`src/rtl/otter_iobus_pkg.sv`:
```
// ---------------------------------------------------------------------------
// otter_iobus_pkg
//   Shared definitions for the OTTER IOBUS responder. It holds the register
//   byte offsets inside the 256-byte window, the TMR_CTRL bit positions, the
//   register-index enum and the offset decoder.
// ---------------------------------------------------------------------------
package otter_iobus_pkg;

   // Register byte offsets within the window
   localparam logic [7:0] OFS_SW       = 8'h00;
   localparam logic [7:0] OFS_BTN      = 8'h04;
   localparam logic [7:0] OFS_BTN_EDGE = 8'h08;
   localparam logic [7:0] OFS_LEDS     = 8'h20;
   localparam logic [7:0] OFS_SSEG     = 8'h40;
   localparam logic [7:0] OFS_TMR_CTRL = 8'h60;
   localparam logic [7:0] OFS_TMR_CMP  = 8'h64;
   localparam logic [7:0] OFS_TMR_CNT  = 8'h68;
   localparam logic [7:0] OFS_TMR_STAT = 8'h6C;

   // TMR_CTRL bit indices
   localparam int unsigned CTRL_EN     = 0;
   localparam int unsigned CTRL_RELOAD = 1;
   localparam int unsigned CTRL_IRQ_EN = 2;

   typedef enum logic [3:0] {
      REG_NONE,
      REG_SW,
      REG_BTN,
      REG_BTN_EDGE,
      REG_LEDS,
      REG_SSEG,
      REG_TMR_CTRL,
      REG_TMR_CMP,
      REG_TMR_CNT,
      REG_TMR_STAT
   } reg_idx_t;

   // Map a word offset (address bits [7:2]) to a register index
   function automatic reg_idx_t decode_offset(input logic [5:0] word_ofs);
      reg_idx_t idx;
      case ({word_ofs, 2'b00})
         OFS_SW:       idx = REG_SW;
         OFS_BTN:      idx = REG_BTN;
         OFS_BTN_EDGE: idx = REG_BTN_EDGE;
         OFS_LEDS:     idx = REG_LEDS;
         OFS_SSEG:     idx = REG_SSEG;
         OFS_TMR_CTRL: idx = REG_TMR_CTRL;
         OFS_TMR_CMP:  idx = REG_TMR_CMP;
         OFS_TMR_CNT:  idx = REG_TMR_CNT;
         OFS_TMR_STAT: idx = REG_TMR_STAT;
         default:      idx = REG_NONE;
      endcase
      return idx;
   endfunction

endpackage

```
`src/rtl/otter_iobus_responder_io_sync.sv`:
```
// ---------------------------------------------------------------------------
// io_sync
//   Multi-stage synchronizer for asynchronous board inputs. It also produces
//   a one-cycle rising-edge pulse taken from the synchronized value.
//   Ports:
//     clk   in   system clock
//     rst   in   asynchronous active-high reset
//     din   in   [WIDTH] asynchronous input
//     sync  out  [WIDTH] synchronized value (STAGES cycles of latency)
//     rise  out  [WIDTH] per-bit pulse, high while sync has just gone 0->1
// ---------------------------------------------------------------------------
module io_sync #(
   parameter int unsigned WIDTH  = 1,
   parameter int unsigned STAGES = 2
) (
   input  logic             clk,
   input  logic             rst,
   input  logic [WIDTH-1:0] din,
   output logic [WIDTH-1:0] sync,
   output logic [WIDTH-1:0] rise
);

   logic [WIDTH-1:0] stage_q [STAGES];
   logic [WIDTH-1:0] prev_q;

   always_ff @(posedge clk or posedge rst) begin
      if (rst) begin
         for (int unsigned i = 0; i < STAGES; i++) stage_q[i] <= '0;
         prev_q <= '0;
      end else begin
         stage_q[0] <= din;
         for (int unsigned i = 1; i < STAGES; i++) stage_q[i] <= stage_q[i-1];
         prev_q <= stage_q[STAGES-1];
      end
   end

   assign sync = stage_q[STAGES-1];
   assign rise = stage_q[STAGES-1] & ~prev_q;

endmodule

```
`src/rtl/otter_iobus_responder.sv`:
```
// ---------------------------------------------------------------------------
// otter_iobus_responder
//   Memory-mapped I/O target for the OTTER MCU IOBUS. It decodes a 256-byte
//   window at BASE_ADDR into switch/button inputs, LED and seven-segment
//   registers and an optional compare-match timer with an interrupt.
//   Writes take effect on the strobed edge. Reads are registered, so the
//   data appears one cycle after the address.
//   Optional feature: define IOBUS_TIMER_EN to build the timer (0x60-0x6C)
//   and INTR. Without it those offsets read 0, ignore writes, and INTR is 0.
//   Ports:
//     CLK, RST              clock / async active-high reset
//     IOBUS_ADDR/OUT/WR     byte address, write data, write strobe from MCU
//     IOBUS_IN              registered read data to MCU
//     SWITCHES[16]/BUTTONS[5] asynchronous board inputs
//     LEDS[16], SSEG[16]    output registers
//     INTR                  timer interrupt request (level)
// ---------------------------------------------------------------------------
module otter_iobus_responder
   import otter_iobus_pkg::*;
#(
   parameter logic [31:0] BASE_ADDR   = 32'h1100_0000,
   parameter int unsigned SYNC_STAGES = 2
) (
   input  logic        CLK,
   input  logic        RST,
   input  logic [31:0] IOBUS_ADDR,
   input  logic [31:0] IOBUS_OUT,
   input  logic        IOBUS_WR,
   output logic [31:0] IOBUS_IN,
   input  logic [15:0] SWITCHES,
   input  logic [4:0]  BUTTONS,
   output logic [15:0] LEDS,
   output logic [15:0] SSEG,
   output logic        INTR
);

   logic        hit;
   reg_idx_t    sel;
   logic [15:0] sw_sync, sw_rise;
   logic [4:0]  btn_sync, btn_rise;
   logic [15:0] leds_q, sseg_q;
   logic [4:0]  btn_edge_q, btn_edge_next, btn_clr;
   logic [31:0] rd_data, iobus_in_q;

   assign hit = (IOBUS_ADDR[31:8] == BASE_ADDR[31:8]);
   assign sel = hit ? decode_offset(IOBUS_ADDR[7:2]) : REG_NONE;

   io_sync #(.WIDTH(16), .STAGES(SYNC_STAGES)) u_sw_sync (
      .clk  (CLK),
      .rst  (RST),
      .din  (SWITCHES),
      .sync (sw_sync),
      .rise (sw_rise)
   );

   io_sync #(.WIDTH(5), .STAGES(SYNC_STAGES)) u_btn_sync (
      .clk  (CLK),
      .rst  (RST),
      .din  (BUTTONS),
      .sync (btn_sync),
      .rise (btn_rise)
   );

   // A fresh edge wins over a W1C clear of the same bit
   always_comb begin
      btn_clr       = (IOBUS_WR && sel == REG_BTN_EDGE) ? IOBUS_OUT[4:0] : '0;
      btn_edge_next = (btn_edge_q & ~btn_clr) | btn_rise;
   end

`ifdef IOBUS_TIMER_EN
   logic [2:0]  tmr_ctrl_q;
   logic [31:0] tmr_cmp_q, tmr_cnt_q, tmr_cnt_next;
   logic        tmr_stat_q, tmr_stat_next, tmr_match;

   assign tmr_match = tmr_ctrl_q[CTRL_EN] && (tmr_cnt_q == tmr_cmp_q);

   // Priority: CNT write > reload-on-match > increment; match set > W1C
   always_comb begin
      tmr_cnt_next = tmr_cnt_q;
      if (IOBUS_WR && sel == REG_TMR_CNT)
         tmr_cnt_next = IOBUS_OUT;
      else if (tmr_match && tmr_ctrl_q[CTRL_RELOAD])
         tmr_cnt_next = '0;
      else if (tmr_ctrl_q[CTRL_EN])
         tmr_cnt_next = tmr_cnt_q + 32'd1;

      tmr_stat_next = tmr_stat_q;
      if (tmr_match)
         tmr_stat_next = 1'b1;
      else if (IOBUS_WR && sel == REG_TMR_STAT && IOBUS_OUT[0])
         tmr_stat_next = 1'b0;
   end

   always_ff @(posedge CLK or posedge RST) begin
      if (RST) begin
         tmr_ctrl_q <= '0;
         tmr_cmp_q  <= '0;
         tmr_cnt_q  <= '0;
         tmr_stat_q <= 1'b0;
      end else begin
         if (IOBUS_WR && sel == REG_TMR_CTRL) tmr_ctrl_q <= IOBUS_OUT[2:0];
         if (IOBUS_WR && sel == REG_TMR_CMP)  tmr_cmp_q  <= IOBUS_OUT;
         tmr_cnt_q  <= tmr_cnt_next;
         tmr_stat_q <= tmr_stat_next;
      end
   end

   assign INTR = tmr_stat_q & tmr_ctrl_q[CTRL_IRQ_EN];
`else
   assign INTR = 1'b0;
`endif

   always_comb begin
      rd_data = '0;
      case (sel)
         REG_SW:       rd_data = {16'h0000, sw_sync};
         REG_BTN:      rd_data = {27'h0, btn_sync};
         REG_BTN_EDGE: rd_data = {27'h0, btn_edge_q};
         REG_LEDS:     rd_data = {16'h0000, leds_q};
         REG_SSEG:     rd_data = {16'h0000, sseg_q};
`ifdef IOBUS_TIMER_EN
         REG_TMR_CTRL: rd_data = {29'h0, tmr_ctrl_q};
         REG_TMR_CMP:  rd_data = tmr_cmp_q;
         REG_TMR_CNT:  rd_data = tmr_cnt_q;
         REG_TMR_STAT: rd_data = {31'h0, tmr_stat_q};
`endif
         default:      rd_data = '0;
      endcase
   end

   always_ff @(posedge CLK or posedge RST) begin
      if (RST) begin
         leds_q     <= '0;
         sseg_q     <= '0;
         btn_edge_q <= '0;
         iobus_in_q <= '0;
      end else begin
         if (IOBUS_WR && sel == REG_LEDS) leds_q <= IOBUS_OUT[15:0];
         if (IOBUS_WR && sel == REG_SSEG) sseg_q <= IOBUS_OUT[15:0];
         btn_edge_q <= btn_edge_next;
         iobus_in_q <= rd_data;
      end
   end

   assign LEDS     = leds_q;
   assign SSEG     = sseg_q;
   assign IOBUS_IN = iobus_in_q;

   // Byte-lane bits and the switch edge pulse are intentionally not used
   logic unused_bits;
`ifdef IOBUS_TIMER_EN
   assign unused_bits = ^{IOBUS_ADDR[1:0], sw_rise};
`else
   assign unused_bits = ^{IOBUS_ADDR[1:0], sw_rise, IOBUS_OUT[31:16]};
`endif

endmodule
```
`config.mk`:
```
export PLATFORM = sky130hd
export DESIGN_NAME = otter_iobus_responder
export DESIGN_NICKNAME = d
export VERILOG_FILES = /design/src/rtl/otter_iobus_pkg.sv /design/src/rtl/otter_iobus_responder_io_sync.sv /design/src/rtl/otter_iobus_responder.sv
export SDC_FILE = /design/constraint.sdc
export NUM_CORES = 1
export LEC_CHECK = 0
export BUFFER_PORTS_ARGS = -buffer_cell sky130_fd_sc_hd__buf_2
export CAP_MARGIN = 20
export CORE_MARGIN = 10
export CORE_UTILIZATION = 35
export CTS_BUF_LIST = sky130_fd_sc_hd__clkbuf_8
export CTS_CLUSTER_SIZE = 8
export DETAILED_ROUTE_END_ITERATION = 16
export GPL_TIMING_DRIVEN = 1
export PLACE_DENSITY_LB_ADDON = 0.2
export RECOVER_POWER = 50
export SYNTH_ARGS = -nofsm -noshare
export SYNTH_HDL_FRONTEND = slang
export SYNTH_SLANG_ARGS = --single-unit
export TNS_END_PERCENT = 1
```
`constraint.sdc`:
```
create_clock -name CLK -period 4.7 [get_ports CLK]
set_clock_uncertainty 0.15 [all_clocks]
set_input_delay 0.47 -clock CLK [delete_from_list [all_inputs] [get_ports CLK]]
set_output_delay 0.47 -clock CLK [all_outputs]
set_load 0.02 [all_outputs]
```
==> results.rst, run 1 <==
.. list-table::
   :header-rows: 1

   * - Metric
     - Value
   * - Number of antenna violations at the first check in global routing
     - 0
   * - Sequential cell area
     - 0.002502 sq mm
   * - Clock transition at path regs
     - 0.10 ns
   * - Final critical path time including I/O delays and setup
     - 2.999 ns
   * - Worst endpoint required time
     - 4.79 ns
   * - Die width
     - 123.7 microns
   * - CP max FO
     - 18
   * - Kind of path behind the tightest hold check
     - in2reg
   * - Clock tree from TritonCTS
     - yes
   * - Measured slew at the worst slew-check pin
     - 2.663 ns
   * - Count of standard-cell rows
     - 37
   * - Violated checks
     - max-capacitance violations, max-slew violations
   * - Clk Latency, worst-skew pair
     - 0.36 ns
   * - Layout overhead on the synthesized area
     - 22.19%
   * - Launch instance of the worst register-to-register path
     - u_btn_sync.sync[0]$_DFF_PP0_
   * - Cell area after synthesis
     - 0.003766 sq mm
   * - Number of flip-flops and latches in the synthesized netlist
     - 100
   * - Ratio of final minimum period to clock period
     - 63.81%
   * - Via-per-instance ratio
     - 4.528
   * - Syn. warnings
     - 0
   * - Area fraction in and, or, nand and nor cells after synthesis
     - 5.648%
   * - Post-route DRC
     - 0
   * - Power density over the cells
     - 317.6 mW/mm^2
   * - Compound-Gate Fraction of Synth Area
     - 5.548%
   * - Final instance count without filler cells
     - 509
   * - GR Overflow Total
     - 0
   * - Post-CTS setup repair buffer count
     - 0
   * - Proportion of synthesized chip area in sequential cells
     - 66.45%
   * - Antenna-violating nets left
     - 0
   * - Number of setup violations in the final report
     - 0
   * - Total placed cells including tap cells
     - 493
   * - Leakage power summed over all cells
     - 2.441 nW
   * - Initial detailed-routing violation count
     - 105
   * - Layout filler cell count
     - 1013
   * - Routed length per instance
     - 17.73 microns
   * - Startpoint of the worst setup timing path
     - IOBUS_ADDR[7]
   * - Gpl congestion
     - 0.7255
   * - Cells after Synth
     - 245
   * - Longest Clk Path Bufs
     - 2
   * - Max cap viols
     - 1
   * - Number of flops mapped to enable cells by yosys
     - 0
   * - Type of element launching the critical path
     - input pin
   * - Post_cts resized
     - 0
   * - Synth Area per Inst
     - 15.37 sq um
   * - Vias in the first global route
     - 2528
   * - Clk root buf
     - clkbuf_8
   * - Wirelength, routed
     - 9027 microns
   * - Detailed-placement wirelength estimate
     - 6491 microns
   * - Most used flip-flop cell after synthesis
     - dfrtp_1
   * - Floorplan die height
     - 123.7 microns
   * - Number of inserted diodes
     - 0
   * - Result of the run
     - finished, violations left
   * - Total Routing Usage GR
     - 11.65%
   * - Count of final hold-check violations
     - 0
   * - Share of cells above drive strength 1
     - 45.84%
   * - Endpoint kind of the worst setup timing path
     - flop
   * - Depth of the CTS H-tree
     - 3
   * - Count of different cell masters after synthesis
     - 34
   * - Global-route wire length before repair
     - 13740 microns
   * - Unrepaired setup endpoints after global routing
     - no
   * - Worst Path Arrival
     - 3.09 ns
   * - Max Clk Rate
     - 333.4 MHz
   * - Multiplexer fraction of the synthesized cell area
     - 16.31%
   * - Maximum number of pins on one net before global-route repair
     - 64
   * - Total vias in the final route
     - 2305
   * - Total area of multi-input combinational cells
     - 0.001120 sq mm
   * - First-pass DRT Iterations
     - 4
   * - Post-synthesis share of cell area spent on xor and xnor gates
     - 0.2326%
   * - Final Max Tran Viols
     - 64
   * - Number of I/O pins
     - 153
   * - Area share of fa/ha/maj cells after synthesis
     - 0%
   * - Final total negative setup slack
     - 0 ns
   * - Relative max-transition margin
     - -78.53%
   * - Num Clock Sinks
     - 100
   * - Area of the die
     - 0.01531 sq mm
   * - Hold bufs inserted after CTS
     - 0
   * - Largest family of logic cells by synthesized area
     - multiplexers
   * - Floorplan core area
     - 0.01042 sq mm
   * - Port-buffer cells
     - 117
   * - Starting density of the core
     - 36.16%
   * - Critical path start-end classification
     - in2reg
   * - Final Net Count
     - 456
   * - CTS buffer count
     - 9
   * - Source of the worst hold timing path
     - SWITCHES[12]
   * - Ys async rst share
     - 100.0%
   * - Peak ir drop on the vdd network
     - 126.6 uV
kinds of logic after synthesis:
group,after synthesis
AO/OA/AOI/OAI,24
flip-flops,100
buffers and inverters,33
AND/OR/NAND/NOR,33
other,1
multiplexers,53
XOR/XNOR,1
registers in the layout, indices dropped and copies added (netlist names):
| register | count |
|---|---|
| IOBUS_IN | 16 |
| btn_edge_q | 5 |
| u_sw_sync.stage_q | 16 |
| u_sw_sync.sync | 16 |
| LEDS | 16 |
| u_btn_sync.stage_q | 5 |
| u_btn_sync.sync | 5 |
| u_btn_sync.prev_q | 5 |
| SSEG | 16 |
cell type report:
type / count / area share (%)
clock buffer: 9 / 2.692
tap: 136 / 3.698
inverter: 7 / 0.5982
clock inverter: 7 / 1.115
sequential: 100 / 54.38
timing repair buffer: 122 / 13.19
multi-input combinational: 128 / 24.33
power breakdown:
group          switching, mW  internal [mW]  total, mW
logic                 0.0508         0.0295     0.0803
registers            0.00589          0.880      0.886
clock network          0.300          0.195      0.495
final timing paths:
kind / end / slack (ns) / cells after the start
worst max-delay path: SSEG[4]$_DFFE_PP0P_ / 1.70 / 7
max in group asynchronous: LEDS[5]$_DFFE_PP0P_ / 1.87 / 3
worst min register to register: u_sw_sync.sync[7]$_DFF_PP0_ / 0.20 / 0
worst min-delay path: u_sw_sync.stage_q[28]$_DFF_PP0_ / 0.06 / 1
min in group asynchronous: u_sw_sync.stage_q[28]$_DFF_PP0_ / 0.70 / 2
worst max register to register: IOBUS_IN[0]$_DFF_PP0_ / 3.44 / 2
cell usage in the layout, fill, tap and decap left out, drive strengths merged, types with 5 or more instances in the layout:
cell	instances
buf	110
dfrtp	100
mux2	37
clkbuf	21
conb	17
mux2i	16
o2bb2ai	11
nor2	8
inv	8
nand4	6
a221o	5
a22o	5
through the flow:
stage,hold WS [ns],setup WS (ns),util [%],total power [mW],instance area [sq um]
after detailed placement,0.1847,1.289,42.67,0.9852,4444
after global placement,0.1817,1.309,42.67,0.9830,4444
after CTS,0.03682,1.678,44.35,1.486,4619
final,0.05566,1.701,44.18,1.461,4602
after floorplan,0.1812,1.461,-,0.9506,3826
after global routing,0.03258,1.312,44.18,1.532,4602
Yosys cell counts, types with 3 or more instances:
master	number	area [sq um]
dfrtp_1	100	2502
mux2_2	27	304.0
buf_4	17	127.6
mux2i_1	16	160.2
o2bb2ai_1	11	96.34
mux2_4	10	150.1
inv_1	7	26.28
nor2_1	7	26.28
nand4_1	6	37.54
a221o_1	5	50.05
a22o_1	5	43.79
and3_1	3	18.77
buf_2	3	15.01
nor4_2	3	37.54
nor4b_1	3	26.28
metal layers:
metal | part of all wire (%) | vias to the layer above | wire (microns) | global-route usage [%]
met5 | 0 | - | 0 | 0
li1 | - | 1082 | - | -
met3 | 5.1 | 9 | 461 | 2.760
met2 | 53 | 53 | 4793 | 19.90
met1 | 40 | 1161 | 3644 | 13.89
met4 | 1.4 | 0 | 127 | 4.585
critical path: stages:
cell     delay, ns
buf_2         0.10
nor2_1        0.32
nand4_1       0.18
or4_1         0.53
buf_4         0.23
or3_1         0.79
mux2_4        0.47
Note: power is estimated with default switching activity, not from simulation.
==> run 2: changes to the inputs <==
- ABC_AREA: unset -> 1
- clock period: 4.7 -> 2.5 ns (I/O delays scaled with it)
==> run 2 against run 1 <==
The flow now finishes without violations. Clock-buffer cell count unchanged. Non-clock buffer count increased by 34. Final cell count increased by 40%. Wire length increased by 16%. Worst hold slack got worse by 0.032 ns. Critical endpoint is now LEDS[5]$_DFFE_PP0P_.
==> results.rst, run 2 <==
.. list-table::
   :header-rows: 1

   * - Metric
     - Value
   * - Depth of the CTS H-tree
     - 3 (unchanged)
   * - Critical path start-end classification
     - in2async (was in2reg)
   * - Number of setup violations in the final report
     - 0 (unchanged)
   * - Max cap viols
     - 0 (was 1)
   * - Ys async rst share
     - 100.0% (unchanged)
   * - Kind of path behind the tightest hold check
     - in2reg (unchanged)
   * - Worst Path Arrival
     - 2.02 ns (was 3.09 ns)
   * - Placed standard-cell area
     - 0.004674 sq mm (was 0.004444 sq mm)
   * - Clock transition at path regs
     - 0.09 ns (was 0.10 ns)
   * - Final instance area
     - 0.005206 sq mm (was 0.004602 sq mm)
   * - Starting density of the core
     - 35.39% (was 36.16%)
   * - Compound-Gate Fraction of Synth Area
     - 5.372% (was 5.548%)
   * - Final Max Tran Viols
     - 0 (was 64)
   * - Final Net Count
     - 654 (was 456)
   * - Layout filler cell count
     - 1118 (was 1013)
   * - Area fraction in and, or, nand and nor cells after synthesis
     - 24.36% (was 5.648%)
   * - Smallest setup slack after layout
     - 0.5721 ns (was 1.701 ns)
   * - Startpoint of the worst setup timing path
     - RST (was IOBUS_ADDR[7])
   * - Hold Path Sink
     - SSEG[4]$_DFFE_PP0P_ (was u_sw_sync.stage_q[28]$_DFF_PP0_)
   * - Cells traversed along the worst timing path
     - dlygate4sd3_1 -> clkbuf_1 -> clkinvlp_4 -> clkbuf_4 (was buf_2 -> nor2_1 -> nand4_1 -> or4_1 -> buf_4 -> or3_1 -> mux2_4)
   * - Number of flip-flops and latches in the synthesized netlist
     - 100 (unchanged)
   * - Hold bufs inserted after CTS
     - 36 (was 0)
   * - Cell with the most instances after synthesis
     - nand2_1 (was dfrtp_1)
   * - Maximum single-stage delay on the critical path
     - 0.98 ns (was 0.79 ns)
   * - Total vias in the final route
     - 3139 (was 2305)
   * - Maximum number of pins on one net before global-route repair
     - 101 (was 64)
   * - Cell area after synthesis
     - 0.004006 sq mm (was 0.003766 sq mm)
   * - Peak ir drop on the vdd network
     - 292.0 uV (was 126.6 uV)
   * - Longest Clk Path Bufs
     - 2 (unchanged)
   * - Die width
     - 127.0 microns (was 123.7 microns)
   * - Total Routing Usage GR
     - 12.77% (was 11.65%)
   * - Number of antenna violations at the first check in global routing
     - 0 (unchanged)
   * - Floorplan die height
     - 127.0 microns (was 123.7 microns)
   * - Synth Area per Inst
     - 9.748 sq um (was 15.37 sq um)
   * - Clock tree from TritonCTS
     - yes (unchanged)
   * - Vias in the first global route
     - 3301 (was 2528)
   * - Post-route DRC
     - 0 (unchanged)
   * - Type of element launching the critical path
     - input pin (unchanged)
   * - Depth of the worst register-to-register path
     - 4 (was 2)
   * - Cell count of the worst hold path
     - 3 (was 1)
   * - Setup Slack @ Placement
     - 0.2390 ns (was 1.289 ns)
   * - Number of inserted diodes
     - 0 (unchanged)
   * - Layout overhead on the synthesized area
     - 29.95% (was 22.19%)
   * - Initial detailed-routing violation count
     - 277 (was 105)
   * - Result of the run
     - completed (was finished, violations left)
   * - Via-per-instance ratio
     - 4.409 (was 4.528)
   * - Post-synth top area share
     - 62.46% (was 66.45%)
   * - Ratio of final minimum period to clock period
     - 77.11%
   * - Setup slack of the most critical reg-to-reg path
     - 1.45 ns (was 3.44 ns)
   * - Power density over the cells
     - 550.8 mW/mm^2 (was 317.6 mW/mm^2)
   * - Count of different cell masters after synthesis
     - 26 (was 34)
   * - Highest metal layer with signal wires
     - met4 (unchanged)
   * - Count of final hold-check violations
     - 0 (unchanged)
   * - Most used flip-flop cell after synthesis
     - dfrtp_1 (unchanged)
   * - Relative max-transition margin
     - 10.36% (was -78.53%)
   * - Floorplan core area
     - 0.01132 sq mm (was 0.01042 sq mm)
   * - Routed length per instance
     - 14.73 microns (was 17.73 microns)
   * - Share of cells above drive strength 1
     - 27.59% (was 45.84%)
   * - Max Clk Rate
     - 518.7 MHz
   * - Wirelength, routed
     - 10490 microns (was 9027 microns)
   * - Source of the worst hold timing path
     - IOBUS_OUT[4] (was SWITCHES[12])
   * - Port-buffer cells
     - 117 (unchanged)
   * - Proportion of synthesized chip area in sequential cells
     - 62.46% (was 66.45%)
   * - Commonest non-fill, non-tap cell in the layout
     - nand2_1 (was buf_2)
   * - Launch instance of the worst register-to-register path
     - btn_edge_q[1]$_DFF_PP0_ (was u_btn_sync.sync[0]$_DFF_PP0_)
   * - Post-layout utilization of the core
     - 45.99% (was 44.18%)
   * - Global-route wire length before repair
     - 16750 microns (was 13740 microns)
   * - CTS buffer count
     - 9 (unchanged)
   * - Clk Latency, worst-skew pair
     - 0.35 ns (was 0.36 ns)
   * - Measured slew at the worst slew-check pin
     - 1.345 ns (was 2.663 ns)
   * - CP max FO
     - 100 (was 18)
   * - Antenna-violating nets left
     - 0 (unchanged)
   * - Number of I/O pins
     - 153 (unchanged)
   * - Cells after Synth
     - 411 (was 245)
   * - Post-CTS setup repair buffer count
     - 0 (unchanged)
   * - Final total negative setup slack
     - 0 ns (unchanged)
   * - Largest family of logic cells by synthesized area
     - simple AND/OR/NAND/NOR gates (was multiplexers)
   * - Unrepaired setup endpoints after global routing
     - no (unchanged)
   * - Number of flops mapped to enable cells by yosys
     - 0 (unchanged)
   * - Syn. warnings
     - 0 (unchanged)
   * - Worst flop-to-flop path endpoint
     - IOBUS_IN[1]$_DFF_PP0_ (was IOBUS_IN[0]$_DFF_PP0_)
   * - Routed length on met1
     - 4450 microns (was 3644 microns)
   * - Clk root buf
     - clkbuf_8 (unchanged)
   * - Total area of multi-input combinational cells
     - 0.001264 sq mm (was 0.001120 sq mm)
   * - Commonest non-fill, non-tap cells in the layout
     - nand2_1, buf_2, dfrtp_1, dlygate4sd3_1 (was buf_2, dfrtp_1, mux2_2, conb_1, mux2i_1)
   * - Gpl congestion
     - 0.8020 (was 0.7255)
   * - Area share of fa/ha/maj cells after synthesis
     - 0% (unchanged)
   * - Detailed-placement wirelength estimate
     - 7468 microns (was 6491 microns)
   * - Area of the die
     - 0.01613 sq mm (was 0.01531 sq mm)
   * - Worst endpoint required time
     - 2.59 ns (was 4.79 ns)
   * - Largest cells by area after synthesis
     - dfrtp_1, nand2_1, nand3_1, buf_4, nor2_1 (was dfrtp_1, mux2_2, mux2i_1, mux2_4, buf_4)
   * - Buffers plus inverters on the worst setup path
     - 4 (was 2)
   * - Largest delay share family, worst path
     - buffers and inverters (was simple AND/OR/NAND/NOR gates)
   * - First-pass DRT Iterations
     - 4 (unchanged)
   * - Final critical path time including I/O delays and setup
     - 1.928 ns
   * - Num Clock Sinks
     - 100 (unchanged)
   * - Post-synthesis share of cell area spent on xor and xnor gates
     - 0.2186% (was 0.2326%)
   * - Met3 routed wirelength
     - 601 microns (was 461 microns)
   * - Count of standard-cell rows
     - 39 (was 37)
   * - Endpoint kind of the worst setup timing path
     - asynchronous set/reset pin (was flop)
   * - Library cell occupying the most area in the post-synthesis netlist
     - dfrtp_1 (unchanged)
   * - Detailed-routed wire length on met2
     - 5357 microns (was 4793 microns)
   * - Hold Slack
     - 0.02393 ns (was 0.05566 ns)
   * - Leakage power summed over all cells
     - 2.868 nW (was 2.441 nW)
   * - GR Overflow Total
     - 0 (unchanged)
   * - Multiplexer fraction of the synthesized cell area
     - 0% (was 16.31%)
   * - Post_cts resized
     - 0 (unchanged)
   * - Top post-synthesis cells by count
     - nand2_1, dfrtp_1, nand3_1, nor2_1, o21ai_1 (was dfrtp_1, mux2_2, buf_4, mux2i_1, o2bb2ai_1)
   * - Cell at the slowest stage of the critical path
     - clkbuf_4 (was or3_1)
   * - Sequential cell area
     - 0.002502 sq mm (unchanged)
## run 2: changes by cell type after synthesis, sizes merged, moves of 5 or more
cell     change
nand2      +123
o21ai       +39
mux2        -37
nor2        +37
nand3       +34
inv         +20
mux2i       -16
o2bb2ai     -11
a221o        -5
a22o         -5
## run 2: how the worst max path moves through the flow
stage                                     end  cells past startpoint
after floorplan           SSEG[0]$_DFFE_PP0P_                     11
after global placement    SSEG[5]$_DFFE_PP0P_                     12
after detailed placement  SSEG[6]$_DFFE_PP0P_                     12
after CTS                 SSEG[6]$_DFFE_PP0P_                     12
after global routing      LEDS[1]$_DFFE_PP0P_                      4
final                     LEDS[5]$_DFFE_PP0P_                      4
## run 2: worst min-delay path: stages
cell	delay, ns
buf_2	0.12
nand2_1	0.05
o21ai_1	0.06
## run 2: layout make-up
type | instances | share of cell area [%]
flip-flops and latches | 100 | 48.07
multi-input cells | 271 | 24.27
repair buffers | 156 | 18.55
well taps | 143 | 3.437
clock buffers | 9 | 2.379
inverters | 28 | 2.091
clock inverters | 5 | 1.202
## run 2: logic make-up after synthesis
| group | count (synthesis) |
|---|---|
| AO/OA/AOI/OAI | 40 |
| XOR/XNOR | 1 |
| buffers and inverters | 56 |
| flip-flops | 100 |
| other | 1 |
| AND/OR/NAND/NOR | 213 |
## run 2: layer usage
layer	track usage [%]	vias up
li1	-	1570
met1	14.73	1487
met2	22.02	76
met3	4.177	6
met4	3.885	0
met5	0	-
## run 2: power by group
group          internal [mW]  leakage (nW)  switching (mW)  total [mW]
sequential              1.65          1.23          0.0113        1.67
combinational         0.0850          1.55           0.116       0.201
clock                  0.458        0.0878           0.544        1.00
## run 2: stage by stage
step,std cells,power (mW)
floorplan,427,1.791
global placement,662,1.852
detailed placement,662,1.858
CTS,712,2.912
global route,712,2.997
finish,712,2.868
